[config.mk]
export PLATFORM = sky130hd
export DESIGN_NAME = ahb_protocol_monitor_flat
export DESIGN_NICKNAME = d
export VERILOG_FILES = /design/src/rtl/ahb_protocol_monitor_pkg.sv /design/src/rtl/ahb_protocol_monitor_if.sv /design/src/rtl/ahb_protocol_monitor_addr_calc.sv /design/src/rtl/ahb_protocol_monitor.sv /design/src/flat_wrapper.sv
export SDC_FILE = /design/constraint.sdc
export NUM_CORES = 1
export LEC_CHECK = 0
export CAP_MARGIN = 20
export CORE_MARGIN = 2
export CORE_UTILIZATION = 29
export CTS_CLUSTER_SIZE = 40
export DETAILED_ROUTE_END_ITERATION = 10
export GPL_ROUTABILITY_DRIVEN = 0
export GPL_TIMING_DRIVEN = 0
export PLACE_DENSITY = 0.44
export REMOVE_ABC_BUFFERS = 1
export SLEW_MARGIN = 30
export SYNTH_ARGS = -nofsm -noshare
export SYNTH_HDL_FRONTEND = slang
export SYNTH_HIERARCHICAL = 1
export SYNTH_SLANG_ARGS = --single-unit
export TNS_END_PERCENT = 100
[constraint.sdc]
create_clock -name hclk -period 8.9 [get_ports hclk]
set_clock_uncertainty 0.2 [all_clocks]
set_input_delay 1.78 -clock hclk [delete_from_list [all_inputs] [get_ports hclk]]
set_output_delay 1.78 -clock hclk [all_outputs]
set_load 0.1 [all_outputs]
[src/rtl/ahb_protocol_monitor_pkg.sv]
// Shared AHB-Lite encodings, error-bit indices and burst helpers for the protocol monitor.
package ahb_mon_pkg;

    typedef enum logic [1:0] {
        HTRANS_IDLE   = 2'b00,
        HTRANS_BUSY   = 2'b01,
        HTRANS_NONSEQ = 2'b10,
        HTRANS_SEQ    = 2'b11
    } htrans_e;

    typedef enum logic [2:0] {
        HBURST_SINGLE = 3'b000,
        HBURST_INCR   = 3'b001,
        HBURST_WRAP4  = 3'b010,
        HBURST_INCR4  = 3'b011,
        HBURST_WRAP8  = 3'b100,
        HBURST_INCR8  = 3'b101,
        HBURST_WRAP16 = 3'b110,
        HBURST_INCR16 = 3'b111
    } hburst_e;

    localparam int ERR_W       = 6;
    localparam int ERR_SEQ     = 0;
    localparam int ERR_ADDR    = 1;
    localparam int ERR_CTRL    = 2;
    localparam int ERR_LEN     = 3;
    localparam int ERR_TIMEOUT = 4;
    localparam int ERR_SIZE    = 5;

    // Beats in a burst; 0 means undefined length (INCR).
    function automatic logic [4:0] burst_len(input logic [2:0] hburst);
        logic [4:0] len;
        case (hburst_e'(hburst))
            HBURST_SINGLE:                len = 5'd1;
            HBURST_INCR:                  len = 5'd0;
            HBURST_WRAP4,  HBURST_INCR4:  len = 5'd4;
            HBURST_WRAP8,  HBURST_INCR8:  len = 5'd8;
            HBURST_WRAP16, HBURST_INCR16: len = 5'd16;
            default:                      len = 5'd0;
        endcase
        return len;
    endfunction

    function automatic logic is_wrap(input logic [2:0] hburst);
        return (hburst[0] == 1'b0) && (hburst[2:1] != 2'b00);
    endfunction

endpackage

[src/rtl/ahb_protocol_monitor_if.sv]
// AHB-Lite address/control bundle shared by master, slave and the passive monitor.
interface ahb_protocol_monitor_if #(
    parameter int ADDR_W = 32
);
    logic [1:0]        htrans;
    logic [2:0]        hburst;
    logic [2:0]        hsize;
    logic              hwrite;
    logic [ADDR_W-1:0] haddr;
    logic              hready;

    modport master  (output htrans, hburst, hsize, hwrite, haddr, input hready);
    modport slave   (input htrans, hburst, hsize, hwrite, haddr, output hready);
    modport monitor (input htrans, hburst, hsize, hwrite, haddr, hready);
endinterface

[src/rtl/ahb_protocol_monitor_addr_calc.sv]
// Combinational next-beat address generator for INCR and WRAP bursts.
module ahb_addr_calc
    import ahb_mon_pkg::*;
#(
    parameter int ADDR_W = 32
) (
    input  logic [ADDR_W-1:0] addr_i,
    input  logic [2:0]        hsize_i,
    input  logic [2:0]        hburst_i,
    output logic [ADDR_W-1:0] next_addr_o
);

    logic [ADDR_W-1:0] inc;
    logic [ADDR_W-1:0] sum;
    logic [ADDR_W-1:0] wrap_mask;
    logic [2:0]        wrap_shift;

    // WRAP4/8/16 encode log2(beats)-1 in hburst[2:1].
    assign wrap_shift  = {1'b0, hburst_i[2:1]} + 3'd1;
    assign inc         = ADDR_W'(1) << hsize_i;
    assign sum         = addr_i + inc;
    assign wrap_mask   = (inc << wrap_shift) - ADDR_W'(1);
    assign next_addr_o = is_wrap(hburst_i) ? ((addr_i & ~wrap_mask) | (sum & wrap_mask)) : sum;

endmodule

[src/rtl/ahb_protocol_monitor.sv]
// Passive AHB-Lite protocol monitor: burst tracking, address/control checks, stall timeout.
// Optional burst statistics outputs are built when AHB_MON_STATS_EN is defined.
module ahb_protocol_monitor
    import ahb_mon_pkg::*;
#(
    parameter int ADDR_W      = 32,
    parameter int DATA_W      = 32,
    parameter int TIMEOUT_CYC = 16,
    parameter int CNT_W       = 8
) (
    input  logic                  hclk,
    input  logic                  hreset,
    ahb_protocol_monitor_if.monitor bus,
    input  logic                  err_clr,
    output logic [ERR_W-1:0]      err_flags,
    output logic                  err_pulse,
    output logic [CNT_W-1:0]      err_count,
    output logic                  in_burst,
    output logic [4:0]            beat_cnt
`ifdef AHB_MON_STATS_EN
    ,
    output logic [CNT_W-1:0]      wr_bursts,
    output logic [CNT_W-1:0]      rd_bursts
`endif
);

    localparam logic [2:0]      MAX_SIZE = 3'($clog2(DATA_W / 8));
    localparam int              TO_W     = $clog2(TIMEOUT_CYC + 1);
    localparam logic [TO_W-1:0] TO_LIMIT = TO_W'(TIMEOUT_CYC);
    localparam logic [0:0]      ST_IDLE  = 1'b0;
    localparam logic [0:0]      ST_BURST = 1'b1;

    logic [1:0]        htrans;
    logic [2:0]        hburst;
    logic [2:0]        hsize;
    logic              hwrite;
    logic [ADDR_W-1:0] haddr;
    logic              hready;

    assign htrans = bus.htrans;
    assign hburst = bus.hburst;
    assign hsize  = bus.hsize;
    assign hwrite = bus.hwrite;
    assign haddr  = bus.haddr;
    assign hready = bus.hready;

    logic [0:0]        state_q, state_d;
    logic [4:0]        beat_q, beat_d;
    logic [4:0]        len_q, len_d;
    logic [2:0]        hburst_q, hburst_d;
    logic [2:0]        hsize_q, hsize_d;
    logic              hwrite_q, hwrite_d;
    logic [ADDR_W-1:0] exp_addr_q, exp_addr_d;
    logic              done_q, done_d;
    logic              burst_err_q, burst_err_d;
    logic [TO_W-1:0]   to_cnt_q, to_cnt_d;
    logic [ERR_W-1:0]  flags_q, flags_d;
    logic              pulse_q;
    logic [CNT_W-1:0]  count_q, count_d;

    logic [ERR_W-1:0]  viol;
    logic              start;
    logic              cmpl_old;
    logic              cmpl_new;
    logic              beat_err;
    logic              accept;
    logic              size_err;
    logic              new_burst;
    logic [ADDR_W-1:0] align_mask;
    logic [ADDR_W-1:0] calc_addr;
    logic [2:0]        calc_size;
    logic [2:0]        calc_burst;
    logic [ADDR_W-1:0] next_addr;

    assign accept     = hready & htrans[1];
    assign align_mask = (ADDR_W'(1) << hsize) - ADDR_W'(1);
    assign size_err   = accept & ((hsize > MAX_SIZE) | (|(haddr & align_mask)));

    // A NONSEQ seeds the generator from the bus; a SEQ advances from the tracked address.
    assign new_burst  = (htrans == HTRANS_NONSEQ);
    assign calc_addr  = new_burst ? haddr  : exp_addr_q;
    assign calc_size  = new_burst ? hsize  : hsize_q;
    assign calc_burst = new_burst ? hburst : hburst_q;

    ahb_addr_calc #(
        .ADDR_W (ADDR_W)
    ) u_addr_calc (
        .addr_i      (calc_addr),
        .hsize_i     (calc_size),
        .hburst_i    (calc_burst),
        .next_addr_o (next_addr)
    );

    always_comb begin
        state_d     = state_q;
        beat_d      = beat_q;
        len_d       = len_q;
        hburst_d    = hburst_q;
        hsize_d     = hsize_q;
        hwrite_d    = hwrite_q;
        exp_addr_d  = exp_addr_q;
        done_d      = done_q;
        burst_err_d = burst_err_q;
        to_cnt_d    = to_cnt_q;
        viol        = '0;
        start       = 1'b0;
        cmpl_old    = 1'b0;
        cmpl_new    = 1'b0;
        beat_err    = 1'b0;

        if (!hready) begin
            // Counter parks at the limit so a long stall flags only once.
            if (to_cnt_q != TO_LIMIT) begin
                to_cnt_d          = to_cnt_q + TO_W'(1);
                viol[ERR_TIMEOUT] = (to_cnt_q == TO_LIMIT - TO_W'(1));
            end
        end else begin
            to_cnt_d       = '0;
            viol[ERR_SIZE] = size_err;
            if (state_q == ST_IDLE) begin
                if (htrans == HTRANS_NONSEQ) begin
                    start = 1'b1;
                end else if (htrans != HTRANS_IDLE) begin
                    viol[ERR_SEQ] = 1'b1;
                    viol[ERR_LEN] = done_q & (htrans == HTRANS_SEQ);
                end
                if (!htrans[0]) begin
                    done_d = 1'b0;
                end
            end else begin
                case (htrans)
                    HTRANS_SEQ: begin
                        viol[ERR_ADDR] = (haddr != exp_addr_q);
                        viol[ERR_CTRL] = (hsize != hsize_q) | (hburst != hburst_q) | (hwrite != hwrite_q);
                        beat_err       = viol[ERR_ADDR] | viol[ERR_CTRL] | size_err;
                        burst_err_d    = burst_err_q | beat_err;
                        exp_addr_d     = next_addr;
                        beat_d         = (beat_q == 5'h1F) ? beat_q : beat_q + 5'd1;
                        if ((len_q != 5'd0) && (beat_q + 5'd1 == len_q)) begin
                            state_d  = ST_IDLE;
                            done_d   = 1'b1;
                            cmpl_old = ~(burst_err_q | beat_err);
                        end
                    end
                    HTRANS_NONSEQ, HTRANS_IDLE: begin
                        viol[ERR_LEN] = (len_q != 5'd0);
                        cmpl_old      = (len_q == 5'd0) & ~burst_err_q;
                        state_d       = ST_IDLE;
                        start         = (htrans == HTRANS_NONSEQ);
                    end
                    default: ;
                endcase
            end

            if (start) begin
                hburst_d    = hburst;
                hsize_d     = hsize;
                hwrite_d    = hwrite;
                len_d       = burst_len(hburst);
                beat_d      = 5'd1;
                exp_addr_d  = next_addr;
                burst_err_d = size_err;
                done_d      = 1'b0;
                if (burst_len(hburst) == 5'd1) begin
                    state_d  = ST_IDLE;
                    cmpl_new = ~size_err;
                end else begin
                    state_d  = ST_BURST;
                end
            end
        end
    end

    // err_clr wins over history but never masks a violation detected in the same cycle.
    always_comb begin
        flags_d = err_clr ? viol : (flags_q | viol);
        count_d = count_q;
        if (err_clr) begin
            count_d = (|viol) ? CNT_W'(1) : '0;
        end else if ((|viol) && (count_q != '1)) begin
            count_d = count_q + CNT_W'(1);
        end
    end

    always_ff @(posedge hclk or posedge hreset) begin
        if (hreset) begin
            state_q     <= ST_IDLE;
            beat_q      <= '0;
            len_q       <= '0;
            hburst_q    <= '0;
            hsize_q     <= '0;
            hwrite_q    <= 1'b0;
            exp_addr_q  <= '0;
            done_q      <= 1'b0;
            burst_err_q <= 1'b0;
            to_cnt_q    <= '0;
            flags_q     <= '0;
            pulse_q     <= 1'b0;
            count_q     <= '0;
        end else begin
            state_q     <= state_d;
            beat_q      <= beat_d;
            len_q       <= len_d;
            hburst_q    <= hburst_d;
            hsize_q     <= hsize_d;
            hwrite_q    <= hwrite_d;
            exp_addr_q  <= exp_addr_d;
            done_q      <= done_d;
            burst_err_q <= burst_err_d;
            to_cnt_q    <= to_cnt_d;
            flags_q     <= flags_d;
            pulse_q     <= |viol;
            count_q     <= count_d;
        end
    end

    assign err_flags = flags_q;
    assign err_pulse = pulse_q;
    assign err_count = count_q;
    assign in_burst  = (state_q == ST_BURST);
    assign beat_cnt  = beat_q;

`ifdef AHB_MON_STATS_EN
    logic [CNT_W-1:0] wr_bursts_q;
    logic [CNT_W-1:0] rd_bursts_q;
    logic [1:0]       wr_add;
    logic [1:0]       rd_add;

    // One burst can end and a clean SINGLE can complete on the same NONSEQ.
    assign wr_add = {1'b0, cmpl_old & hwrite_q}  + {1'b0, cmpl_new & hwrite};
    assign rd_add = {1'b0, cmpl_old & ~hwrite_q} + {1'b0, cmpl_new & ~hwrite};

    function automatic logic [CNT_W-1:0] sat_add(input logic [CNT_W-1:0] val, input logic [1:0] n);
        logic [CNT_W:0] s;
        s = {1'b0, val} + (CNT_W + 1)'(n);
        return s[CNT_W] ? '1 : s[CNT_W-1:0];
    endfunction

    always_ff @(posedge hclk or posedge hreset) begin
        if (hreset) begin
            wr_bursts_q <= '0;
            rd_bursts_q <= '0;
        end else if (err_clr) begin
            wr_bursts_q <= '0;
            rd_bursts_q <= '0;
        end else begin
            wr_bursts_q <= sat_add(wr_bursts_q, wr_add);
            rd_bursts_q <= sat_add(rd_bursts_q, rd_add);
        end
    end

    assign wr_bursts = wr_bursts_q;
    assign rd_bursts = rd_bursts_q;
`else
    logic unused_stats;
    assign unused_stats = ^{cmpl_old, cmpl_new};
`endif

endmodule

[src/flat_wrapper.sv]
// flat-port wrapper written by rule: the top's interface ports become plain ports
module ahb_protocol_monitor_flat import ahb_mon_pkg::*;
#(
    parameter int ADDR_W      = 32,
    parameter int DATA_W      = 32,
    parameter int TIMEOUT_CYC = 16,
    parameter int CNT_W       = 8
)
  (hclk, hreset, err_clr, err_flags, err_pulse, err_count, in_burst, beat_cnt, bus_htrans, bus_hburst, bus_hsize, bus_hwrite, bus_haddr, bus_hready);
  ahb_protocol_monitor_if #(.ADDR_W(ADDR_W)) bus_i ();
  input  logic hclk;
  input  logic hreset;
  input  logic err_clr;
  output logic [ERR_W-1:0] err_flags;
  output logic err_pulse;
  output logic [CNT_W-1:0] err_count;
  output logic in_burst;
  output logic [4:0] beat_cnt;
  input wire logic [$bits(bus_i.htrans)-1:0] bus_htrans;
  input wire logic [$bits(bus_i.hburst)-1:0] bus_hburst;
  input wire logic [$bits(bus_i.hsize)-1:0] bus_hsize;
  input wire logic [$bits(bus_i.hwrite)-1:0] bus_hwrite;
  input wire logic [$bits(bus_i.haddr)-1:0] bus_haddr;
  input wire logic [$bits(bus_i.hready)-1:0] bus_hready;
  assign bus_i.htrans = bus_htrans;
  assign bus_i.hburst = bus_hburst;
  assign bus_i.hsize = bus_hsize;
  assign bus_i.hwrite = bus_hwrite;
  assign bus_i.haddr = bus_haddr;
  assign bus_i.hready = bus_hready;
  ahb_protocol_monitor #(.ADDR_W(ADDR_W), .DATA_W(DATA_W), .TIMEOUT_CYC(TIMEOUT_CYC), .CNT_W(CNT_W)) u_core (.hclk(hclk), .hreset(hreset), .bus(bus_i), .err_clr(err_clr), .err_flags(err_flags), .err_pulse(err_pulse), .err_count(err_count), .in_burst(in_burst), .beat_cnt(beat_cnt));
endmodule
Word level (Yosys, flattened, before mapping)
Memories as Yosys holds them, arrays and structs flattened. A register that Yosys moved wholly into a read port is not among the register bits. Index checks and enable logic that the tools add are counted.

Bitwise operators: 13. $add $sub $neg: 7. Order comparisons: 1. Muxes and demuxes: 46. $mul: 0. Eq/ne operators: 16. Shifts and indexed selects: 3. Reductions and logical operators: 18. Div/mod/pow operators: 0.

Operators with widths (number): $mux 32 (5); $and 32x32->32 (3); $shl 1x3->32 const A (2); $mux 5 (8); $add 32x32->32 (1); $ne 32x32->1 (1); $not 32->32 (1); $or 32x32->32 (1); $reduce_or 32->1 (1); $shl 32x3->32 (1); $sub 32x1->32 const B (1); $sub 32x2->32 const B (1); $mux 1 (24); $mux 8 (2); $reduce_bool 2->1 (6); $add 5x1->5 const B (2); $add 8x1->8 const B (1); $ne 8x8->1 const B (1); $reduce_and 4->1 (2); $mux 3 (2); $mux 6 (1); $ne 3x3->1 (2); $ne 3x3->1 const B (2); $or 6x6->6 (1); other kinds (24) (32).

Logic and storage cells: 118. Flip-flop bits (word level): 71. Memory bits (writable): 0. Latch bits: 0. ROM bits: 64. Memories kept: 2.

Memories: (no name shown) (depth 8, bits a word 4, read ports 1, clocked after memory_dff 1, write ports 0, line ahb_protocol_monitor_pkg.sv:33) `case (hburst_e'(hburst))`; (no name shown) (depth 8, bits a word 4, read ports 1, clocked after memory_dff 0, write ports 0, line ahb_protocol_monitor_pkg.sv:33).

Logic depth before layout (Yosys ltp)
Gate-level depths: netlist (run 1).

Word-level depth: 12. Gate-level depth with buffers: 21. Depth with buffers taken out: 16.

By module
Netlist (run 1), hierarchy kept.

Modules (own cells, without submodules): ahb_protocol_monitor (area each 4113.9 sq um, cells each 364, instances 1, sequential area each 1751.7 sq um); ahb_addr_calc (area each 1943.1 sq um, cells each 297, instances 1, sequential area each 0.0 sq um).

Worst setup path before layout (run 1)
Ideal clock, no wire load.

Path kind: input -> register. Start: input bus_htrans[1]. End: register u_core.exp_addr_q[20]. Buffers on the path: 8. Library setup time: 0.125 ns. Path slack: 2.874 ns. Required time: 8.575 ns. Stages on the path: 20. Arrival: 5.701 ns. Cells stage by stage: nor2b_1 -> buf_2 -> buf_1 -> mux2_2 -> buf_4 -> buf_2 -> buf_2 -> buf_1 -> nor3_1 -> and2_1 -> ha_1 -> clkbuf_1 -> nand2_1 -> o21ai_1 -> a31oi_1 -> nand3b_4 -> buf_6 -> nor4_1 -> xor2_1 -> mux2_2.

Cells in the longest elaborated chain, start to end: 12. Elaborated cells on any way between the ends: 30. Those cells by class: add/sub (3); eq/ne (2); shift (2); mux (11); bitwise (5); reduce/logical (7).

Ends and longest elaborated chain: start, declared (line flat_wrapper.sv:19) `input wire logic [$bits(bus_i.htrans)-1:0] bus_htrans;`; $eq 2x2->1 * (line ahb_protocol_monitor.sv:80) `assign new_burst = (htrans == HTRANS_NONSEQ);`; $mux 3 * (line ahb_protocol_monitor.sv:82) `assign calc_size = new_burst ? hsize : hsize_q;`; named net u_core.calc_size[1] (line ahb_protocol_monitor.sv:71) `logic [2:0] calc_size;`; $shl 1x3->32 * (line ahb_protocol_monitor_addr_calc.sv:20) `assign inc = ADDR_W'(1) << hsize_i;`; $shl 32x3->32 (line ahb_protocol_monitor_addr_calc.sv:22) `assign wrap_mask = (inc << wrap_shift) - ADDR_W'(1);`; $sub 32x1->32 (line ahb_protocol_monitor_addr_calc.sv:22); $not 32->32 (line ahb_protocol_monitor_addr_calc.sv:23) `assign next_addr_o = is_wrap(hburst_i) ? ((addr_i & ~wrap_mask) | (sum & wrap_mask)) : sum;`; $and 32x32->32 (line ahb_protocol_monitor_addr_calc.sv:23); $or 32x32->32 (line ahb_protocol_monitor_addr_calc.sv:23); $mux 32 * (line ahb_protocol_monitor_addr_calc.sv:23); named net u_core.next_addr[20] (line ahb_protocol_monitor.sv:73) `logic [ADDR_W-1:0] next_addr;`; $mux 32 (line ahb_protocol_monitor.sv:131) `case (htrans)`; $mux 32 (line ahb_protocol_monitor.sv:120) `if (state_q == ST_IDLE) begin`; $mux 32 * (line ahb_protocol_monitor.sv:155) `if (start) begin`; end signal, assigned (line ahb_protocol_monitor.sv:207) `exp_addr_q <= exp_addr_d;`; end, declared (line ahb_protocol_monitor.sv:53) `logic [ADDR_W-1:0] exp_addr_q, exp_addr_d;`.

Mark *: on every way through the listed nets, which the timed path passes. The rest lies on a longest branch. The select of a mux whose other input is x is not followed. A chain may end at the register's enable or synchronous reset.

Worst setup path in the final report (run 1)
Start: input bus_htrans[1]. End: register u_core.exp_addr_q[12].

Cells in the longest elaborated chain, start to end: 12. Elaborated cells on any way between the ends: 30. Those cells by class: add/sub (3); eq/ne (2); shift (2); mux (11); bitwise (5); reduce/logical (7).

Ends and longest elaborated chain: $eq 2x2->1 * (line ahb_protocol_monitor.sv:80); $mux 3 * (line ahb_protocol_monitor.sv:83) `assign calc_burst = new_burst ? hburst : hburst_q;`; named net u_core.calc_burst[1] (line ahb_protocol_monitor.sv:72) `logic [2:0] calc_burst;`; $add 2x1->3 (line ahb_protocol_monitor_addr_calc.sv:19) `assign wrap_shift = {1'b0, hburst_i[2:1]} + 3'd1;`; $shl 32x3->32 (line ahb_protocol_monitor_addr_calc.sv:22); $sub 32x1->32 (line ahb_protocol_monitor_addr_calc.sv:22); $not 32->32 (line ahb_protocol_monitor_addr_calc.sv:23); $and 32x32->32 (line ahb_protocol_monitor_addr_calc.sv:23); $or 32x32->32 (line ahb_protocol_monitor_addr_calc.sv:23); $mux 32 * (line ahb_protocol_monitor_addr_calc.sv:23); named net u_core.next_addr[12] (line ahb_protocol_monitor.sv:73); $mux 32 (line ahb_protocol_monitor.sv:131); $mux 32 (line ahb_protocol_monitor.sv:120); $mux 32 * (line ahb_protocol_monitor.sv:155).

Marked as above.

==> results of run 1 <==
## per-stage QoR
stage	setup slack [ns]	utilization	cell area (um^2)	power [mW]
4_1_cts	2.098	0.3575	7281	1.753
3_5_place_dp	1.752	0.3417	6958	1.345
5_1_grt	1.728	0.3575	7281	1.863
2_1_floorplan	1.880	-	5842	1.123
3_3_place_gp	-1.124	0.3354	6830	1.327
6_report	2.111	0.3575	7281	1.742
## power breakdown
group / internal [mW] / leakage [nW] / switching, mW
sequential: 0.410 / 0.883 / 0.0825
clock: 0.248 / 0.153 / 0.150
combinational: 0.369 / 1.72 / 0.483
total: 1.03 / 2.76 / 0.715
## layout make-up
| class | count | area share |
|---|---|---|
| Clock buffer | 10 | 0.03145 |
| Clock inverter | 6 | 0.01289 |
| Inverter | 29 | 0.01529 |
| Multi-Input combinational cell | 520 | 0.5489 |
| Sequential cell | 70 | 0.2406 |
| Tap cell | 270 | 0.04640 |
| Timing Repair Buffer | 69 | 0.1045 |
## worst paths after layout
path	end	slack, ns	depth (start not counted)
setup / recovery	u_core/exp_addr_q[12]$_DFFE_PP0P_	2.11	15
hold / removal	u_core/err_flags[1]$_DFF_PP0_	0.32	2
setup reg to reg	u_core/exp_addr_q[12]$_DFFE_PP0P_	4.31	13
hold reg to reg	u_core/err_flags[1]$_DFF_PP0_	0.32	2
max in group asynchronous	u_core/exp_addr_q[5]$_DFFE_PP0P_	6.36	3
min in group asynchronous	u_core/err_count[5]$_DFFE_PP0P_	1.58	2
## sequential cells by signal (all words and copies together), names as in the netlist, 3 cells and up
register / cells
u_core/to_cnt_q: 5
u_core/hburst_q: 3
u_core/err_count: 8
u_core/beat_cnt: 5
u_core/exp_addr_q: 32
u_core/err_flags: 6
u_core/hsize_q: 3
u_core/len_q: 4
## cell usage after synthesis (6+ instances only)
| cell type | instances |
|---|---|
| clkbuf_1 | 19 |
| inv_1 | 27 |
| mux2_2 | 80 |
| ha_1 | 13 |
| nand4_1 | 18 |
| dfrtp_1 | 70 |
| buf_2 | 13 |
| nand3_1 | 18 |
| nor2b_1 | 11 |
| nor4_1 | 7 |
| xor2_1 | 27 |
| nor2_1 | 28 |
| nand2b_1 | 12 |
| xnor2_1 | 61 |
| nand2_1 | 45 |
| a211oi_1 | 6 |
| nor3_1 | 13 |
| and3_1 | 7 |
| o21ai_0 | 36 |
| and2_1 | 6 |
| a21oi_1 | 29 |
## worst register-to-register path, cell delays in order (launching register included)
cell and delay (ns):
dfrtp_1 0.40, mux2_2 0.38, inv_1 0.09, ha_1 0.44
or2_1 0.37, nor4_2 0.37, nand2_1 0.17, ha_1 0.39
a21oi_1 0.73, o41ai_1 0.18, a21oi_1 0.25, nor3_1 0.10
xor2_1 0.15, mux2_2 0.26
## cells by family after synthesis
kind of cell | share of synthesized area
AO/OA/AOI/OAI | 0.1560
XOR/XNOR | 0.1272
adder cells (fa/ha/maj) | 0.03037
buffers and inverters | 0.05350
flip-flops | 0.2892
multiplexers | 0.1558
AND/OR/NAND/NOR | 0.1880
## routing by layer
layer	wire [um]	vias to the layer above
li1	-	2458
met1	8193	2490
met2	8022	120
met3	633	15
met4	214	0
met5	0	-
==> summary.md, run 1 <==
| Metric | Value |
|---|---|
| Status | finished, final reports clean |
| Nets@finish | 757 |
| Routed vias | approximately 5100 |
| Cell family with most CP delay | simple AND/OR/NAND/NOR gates |
| Max-slew headroom | 0.3499 |
| Via-to-Cell Ratio | 5.219 |
| Routed WL per cell | 17.52 um |
| Final std cells w/o fill | 974 |
| Footprint of the multi-input gates | 3996 um^2 |
| Met2 global-route usage | 0.2576 |
| Syn Inst Count | 661 |
| Element type at the critical path start | input pin |
| Maximum number of pins on one net before global-route repair | 43 |
| Leak Pwr | 2.758 nW |
| Die extent in y | roughly 150 um |
| WHS | between 0.3 and 0.4 ns |
| Top Usage Layer GRT | met2 |
| Num rows | 52 |
| Placed instance count | 958 |
| TritonCTS Buffers | 9 |
| Largest area contributor in the netlist | dfrtp_1 |
| Delay of the slowest cell on the worst path | 0.73 ns |
| Max-Cap Viols | 0 |
| Clock root cell | clkbuf_16 |
| Pins over their slew limit | 0 |
| Grt met1 use | 0.2172 |
| Worst-margin pin slew | 0.9721 ns |
| CP startpoint | bus_htrans[1] |
| Post_cts resized | 0 |
| Critical path, cell by cell | clkdlybuf4s50_1 > nor2b_4 > mux2_2 > inv_1 > ha_1 > or2_1 > nor4_2 > nand2_1 > ha_1 > a21oi_1 > o41ai_1 > a21oi_1 > nor3_1 > xor2_1 > mux2_2 |
| Data required, critical path | 8.93 ns |
| Routed WL | 17060 um |
| Worst VDD drop | 0.09572 mV |
| Area share of the largest cell type after synthesis | 0.2892 |
| Post-synth EDFFs | 0 |
| Leading cell type in the layout, fill and taps excluded | mux2_2 |
| Pwr dens | 239.3 nW/um^2 |
| Number of global-route vias before repair | 5070 |
| Final ANT Viol Nets | 0 |
| Diode count | 0 |
| DR pass1 iterations | 4 |
| Clk sinks | 70 |
| Fmax | 147.3 MHz |
| All-Layer GR Usage | 0.1573 |
| DP HPWL | between 10000 and 15000 um |
| Final hold violations | 0 |
| Iter 0 DRT Violations | 272 |
| Cell variety after synth | 82 |
| Initial antenna violation count | 0 |
| Mapped Area | 6057 um^2 |
| Sequential-to-total area share from yosys stat | 0.2892 |
| Final setup fails | 0 |
| RSZ-0062 raised after global routing | false |
| CTS tree | built |
| Initial Util | 0.2974 |
| Critical Path Fanout Max | 18 |
| Commonest cells after routing, fill and taps aside | 80 x mux2_2, 70 x dfrtp_1, 65 x clkdlybuf4s50_1 |
| H-tree depth | 3 |
| Tightest Hold Check Type | flip-flop to flip-flop |
| Post-synthesis register bit count | 70 |
| Crit path max-delay cell type | a21oi_1 |
| Share of layout cells above drive strength 1 | 0.1903 |
| Core area | 20360 um^2 |
| Critical Path End Type | flip-flop |
| Syn avg cell area | 9.163 um^2 |
| Reg-to-reg startpoint | u_core/hburst_q[1]$_DFFE_PP0P_ |
| P&R area growth vs syn | 20.20% |
| CP Class | input pin to flip-flop |
| Fill count | around 2100 |
| Min-Delay Startpoint | u_core/err_flags[1]$_DFF_PP0_ |
| Chip width | about 150 um |
| Async S/R FF share, synth | 1.000 |
| Clock slew at reported path FFs | 0.06 ns |
| Synth Flop Type | dfrtp_1 |
| Sequential cell area | 1752 um^2 |
| Hold_buf cts | 0 |
| Critical path data arrival time | 6.81 ns |
| Setup TNS | 0 ns |
| Leading post-synthesis cells by cell area | dfrtp_1 29%, mux2_2 15%, xnor2_1 8.8% |
| CTS max path bufs | 2 |
| Synth warnings | 10 |
| GRT overflow | 0 |
| Crit path time final | around 6.8 ns |
| Drt drc | 0 |
| Clk Latency, worst-skew pair | 0.34 ns |
| GR Layer Usage met3 | 0.02699 |
| Port Buffer Count | 65 |
| First-pass GRT wire length | 27500 um |
| Worst path buffer plus inverter count | 2 |
| Die area | 22060 um^2 |
| I/O pin count | 66 |
| Period utilization | 0.7628 |
| Post CTS Setup Buffer Count | 0 |
No activity file was read; power rests on OpenSTA's default activity.
==> run 2: changes to the inputs <==
==> constraint.sdc (replaced) <==
create_clock -name hclk -period 6.5 [get_ports hclk]
set_clock_uncertainty 0.2 [all_clocks]
set_input_delay 1.3 -clock hclk [delete_from_list [all_inputs] [get_ports hclk]]
set_output_delay 1.3 -clock hclk [all_outputs]
set_load 0.1 [all_outputs]
==> run 2 against run 1 <==
Effect of this change:
- critical path depth stayed put
- register-to-register slack worse by 2.2 ns
- wire length down 0.13%
- via count about the same
- flip-flop and latch count did not move
- cell count unchanged
- utilization barely moved
- non-clock buffer count is the same
- first-iteration DRC count decreased by 4.4%
- critical endpoint unchanged
- largest power group unchanged
- highest routed layer unchanged
==> summary.md, run 2 (synthesized netlist as in run 1, its figures left out) <==
| Metric | Value |
|---|---|
| Status | finished, final reports clean |
| Maximum number of pins on one net before global-route repair | 43 (unchanged) |
| Drt drc | 0 (unchanged) |
| Num rows | 52 (unchanged) |
| DP HPWL | 12550 um (unchanged) |
| Fmax | 163.7 MHz |
| H-tree depth | 3 (unchanged) |
| Tightest Hold Check Type | flip-flop to flip-flop |
| Post CTS Setup Buffer Count | 0 (unchanged) |
| Nets@finish | 757 (unchanged) |
| Clock slew at reported path FFs | 0.06 ns (about the same) |
| Clk Latency, worst-skew pair | 0.34 ns (about the same) |
| Worst-margin pin slew | 0.9721 ns (unchanged) |
| Critical path, cell by cell | clkdlybuf4s50_1 > nor2b_4 > mux2_2 > inv_1 > ha_1 > or2_1 > nor4_2 > nand2_1 > ha_1 > a21oi_2 > o41ai_1 > a21oi_1 > nor3_1 > xor2_1 > mux2_2 |
| Final setup fails | 0 (unchanged) |
| Leak Pwr | 2.758 nW (about the same) |
| Clk sinks | 70 (unchanged) |
| Sequential cell area | 1752 um^2 (unchanged) |
| Final ANT Viol Nets | 0 (unchanged) |
| Critical Path Fanout Max | 18 (unchanged) |
| Crit path max-delay cell type | clkdlybuf4s50_1 |
| Final hold violations | 0 (unchanged) |
| Critical path data arrival time | 6.14 ns (-0.67 ns) |
| Core area | 20360 um^2 (unchanged) |
| CTS max path bufs | 2 (unchanged) |
| First-pass GRT wire length | 27500 um (unchanged) |
| All-Layer GR Usage | 0.1573 (unchanged) |
| TritonCTS Buffers | 9 (unchanged) |
| Max-Cap Viols | 0 (unchanged) |
| Worst VDD drop | 0.1309 mV (+37%) |
| Setup TNS | 0 ns (unchanged) |
| Share of layout cells above drive strength 1 | 0.1918 (+0.001420) |
| Period utilization | 0.9400 |
| RSZ-0062 raised after global routing | false |
| Routed vias | 5078 (-0.098%) |
| WHS | 0.3220 ns (+0.00005700 ns) |
| Max reg flops | 32 (unchanged) |
| GRT overflow | 0 (unchanged) |
| Chip width | 148.5 um (unchanged) |
| Max-slew headroom | 0.3499 (unchanged) |
| Initial Util | 0.2974 (unchanged) |
| Worst path buffer plus inverter count | 2 (unchanged) |
| Element type at the critical path start | input pin |
| DR pass1 iterations | 4 (unchanged) |
| Initial antenna violation count | 0 (unchanged) |
| CTS tree | built |
| Footprint of the multi-input gates | 4000 um^2 (about the same) |
| Routed WL | 17040 um (-0.13%) |
| Iter 0 DRT Violations | 260 (-4.4%) |
| Cell family with most CP delay | simple AND/OR/NAND/NOR gates |
| Die extent in y | 148.5 um (unchanged) |
| Leading cell type in the layout, fill and taps excluded | mux2_2 |
| Routed WL per cell | 17.49 um (-0.13%) |
| Diode count | 0 (unchanged) |
| Pins over their slew limit | 0 (unchanged) |
| Critical Path End Type | flip-flop |
| Die area | 22060 um^2 (unchanged) |
| Pwr dens | 327.6 nW/um^2 (+37%) |
| Reg2reg setup slack | 2.11 ns (-2.20 ns) |
| I/O pin count | 66 (unchanged) |
| Via-to-Cell Ratio | 5.214 (about the same) |
| Clock root cell | clkbuf_16 |
| P&R area growth vs syn | 20.26% (about the same) |
| Number of global-route vias before repair | 5070 (unchanged) |
| Fill count | 2064 (-0.097%) |
| Data required, critical path | 6.53 ns (-2.40 ns) |
| Port Buffer Count | 65 (unchanged) |
| Delay of the slowest cell on the worst path | 0.63 ns (-0.10 ns) |
| Commonest cells after routing, fill and taps aside | 80 x mux2_2, 70 x dfrtp_1, 65 x clkdlybuf4s50_1 |
| Crit path time final | 6.110 ns |
| Most flops, register | u_core/exp_addr_q |
| CP Class | input pin to flip-flop |
-- run 2: cell counts in the layout (fill, tap and decap cells not counted) --
No cell type changed its count.
-- run 2: path summary, 6_finish.rpt --
| check | end | start | cells after the start |
|---|---|---|---|
| setup / recovery | u_core/exp_addr_q[12]$_DFFE_PP0P_ | bus_htrans[1] | 15 |
| hold / removal | u_core/err_flags[1]$_DFF_PP0_ | u_core/err_flags[1]$_DFF_PP0_ | 2 |
| setup reg to reg | u_core/exp_addr_q[12]$_DFFE_PP0P_ | u_core/hburst_q[1]$_DFFE_PP0P_ | 13 |
| hold reg to reg | u_core/err_flags[1]$_DFF_PP0_ | u_core/err_flags[1]$_DFF_PP0_ | 2 |
| max in group asynchronous | u_core/exp_addr_q[5]$_DFFE_PP0P_ | hreset | 3 |
| min in group asynchronous | u_core/err_count[5]$_DFFE_PP0P_ | hreset | 2 |
-- run 2: repair_timing --
item / in CTS / in global routing
endpoints found under the hold margin: 0 / 0
hold buffers: 0 / 0
endpoints found under the setup margin: 0 / 1
resized for setup: 0 / 1
-- run 2: area by class of cell --
class,instances,area share
multi-input cells,520,0.5491
well taps,270,0.04638
repair buffers,69,0.1044
flip-flops and latches,70,0.2405
clock inverters,6,0.01288
clock buffers,10,0.03143
inverters,29,0.01529
-- run 2: stage by stage --
stage	std cells	area [um^2]	total power [mW]	setup slack, ns	utilization
4_1_cts	974	7281	2.400	0.1775	0.3575
2_1_floorplan	619	5842	1.538	-0.03992	-
3_5_place_dp	958	6958	1.841	-0.1680	0.3417
6_report	974	7284	2.387	0.3899	0.3577
3_3_place_gp	954	6830	1.817	-3.044	0.3354
5_1_grt	974	7284	2.552	0.03393	0.3577
-- run 2: per-layer routing --
metal | up-vias | GRT usage | part of all wire
met4 | 0 | 0.03571 | 0.012
met1 | 2472 | 0.2172 | 0.48
met3 | 14 | 0.02699 | 0.040
li1 | 2461 | - | -
met5 | - | 0 | 0
met2 | 131 | 0.2576 | 0.47
-- run 2: power breakdown --
group          total, mW  internal, mW  leakage (nW)  switching (mW)
registers          0.675         0.562         0.883           0.113
logic               1.17         0.506          1.72           0.663
clock network      0.543         0.339         0.153           0.204
total               2.39          1.41          2.76           0.980
-- run 2: worst register-to-register path, cell delays in order, from the launching register on --
cell	delay, ns
dfrtp_1	0.40
mux2_2	0.38
inv_1	0.09
ha_1	0.43
or2_1	0.37
nor4_2	0.42
nand2_1	0.18
ha_1	0.40
a21oi_2	0.50
o41ai_1	0.15
a21oi_1	0.24
nor3_1	0.10
xor2_1	0.15
mux2_2	0.26
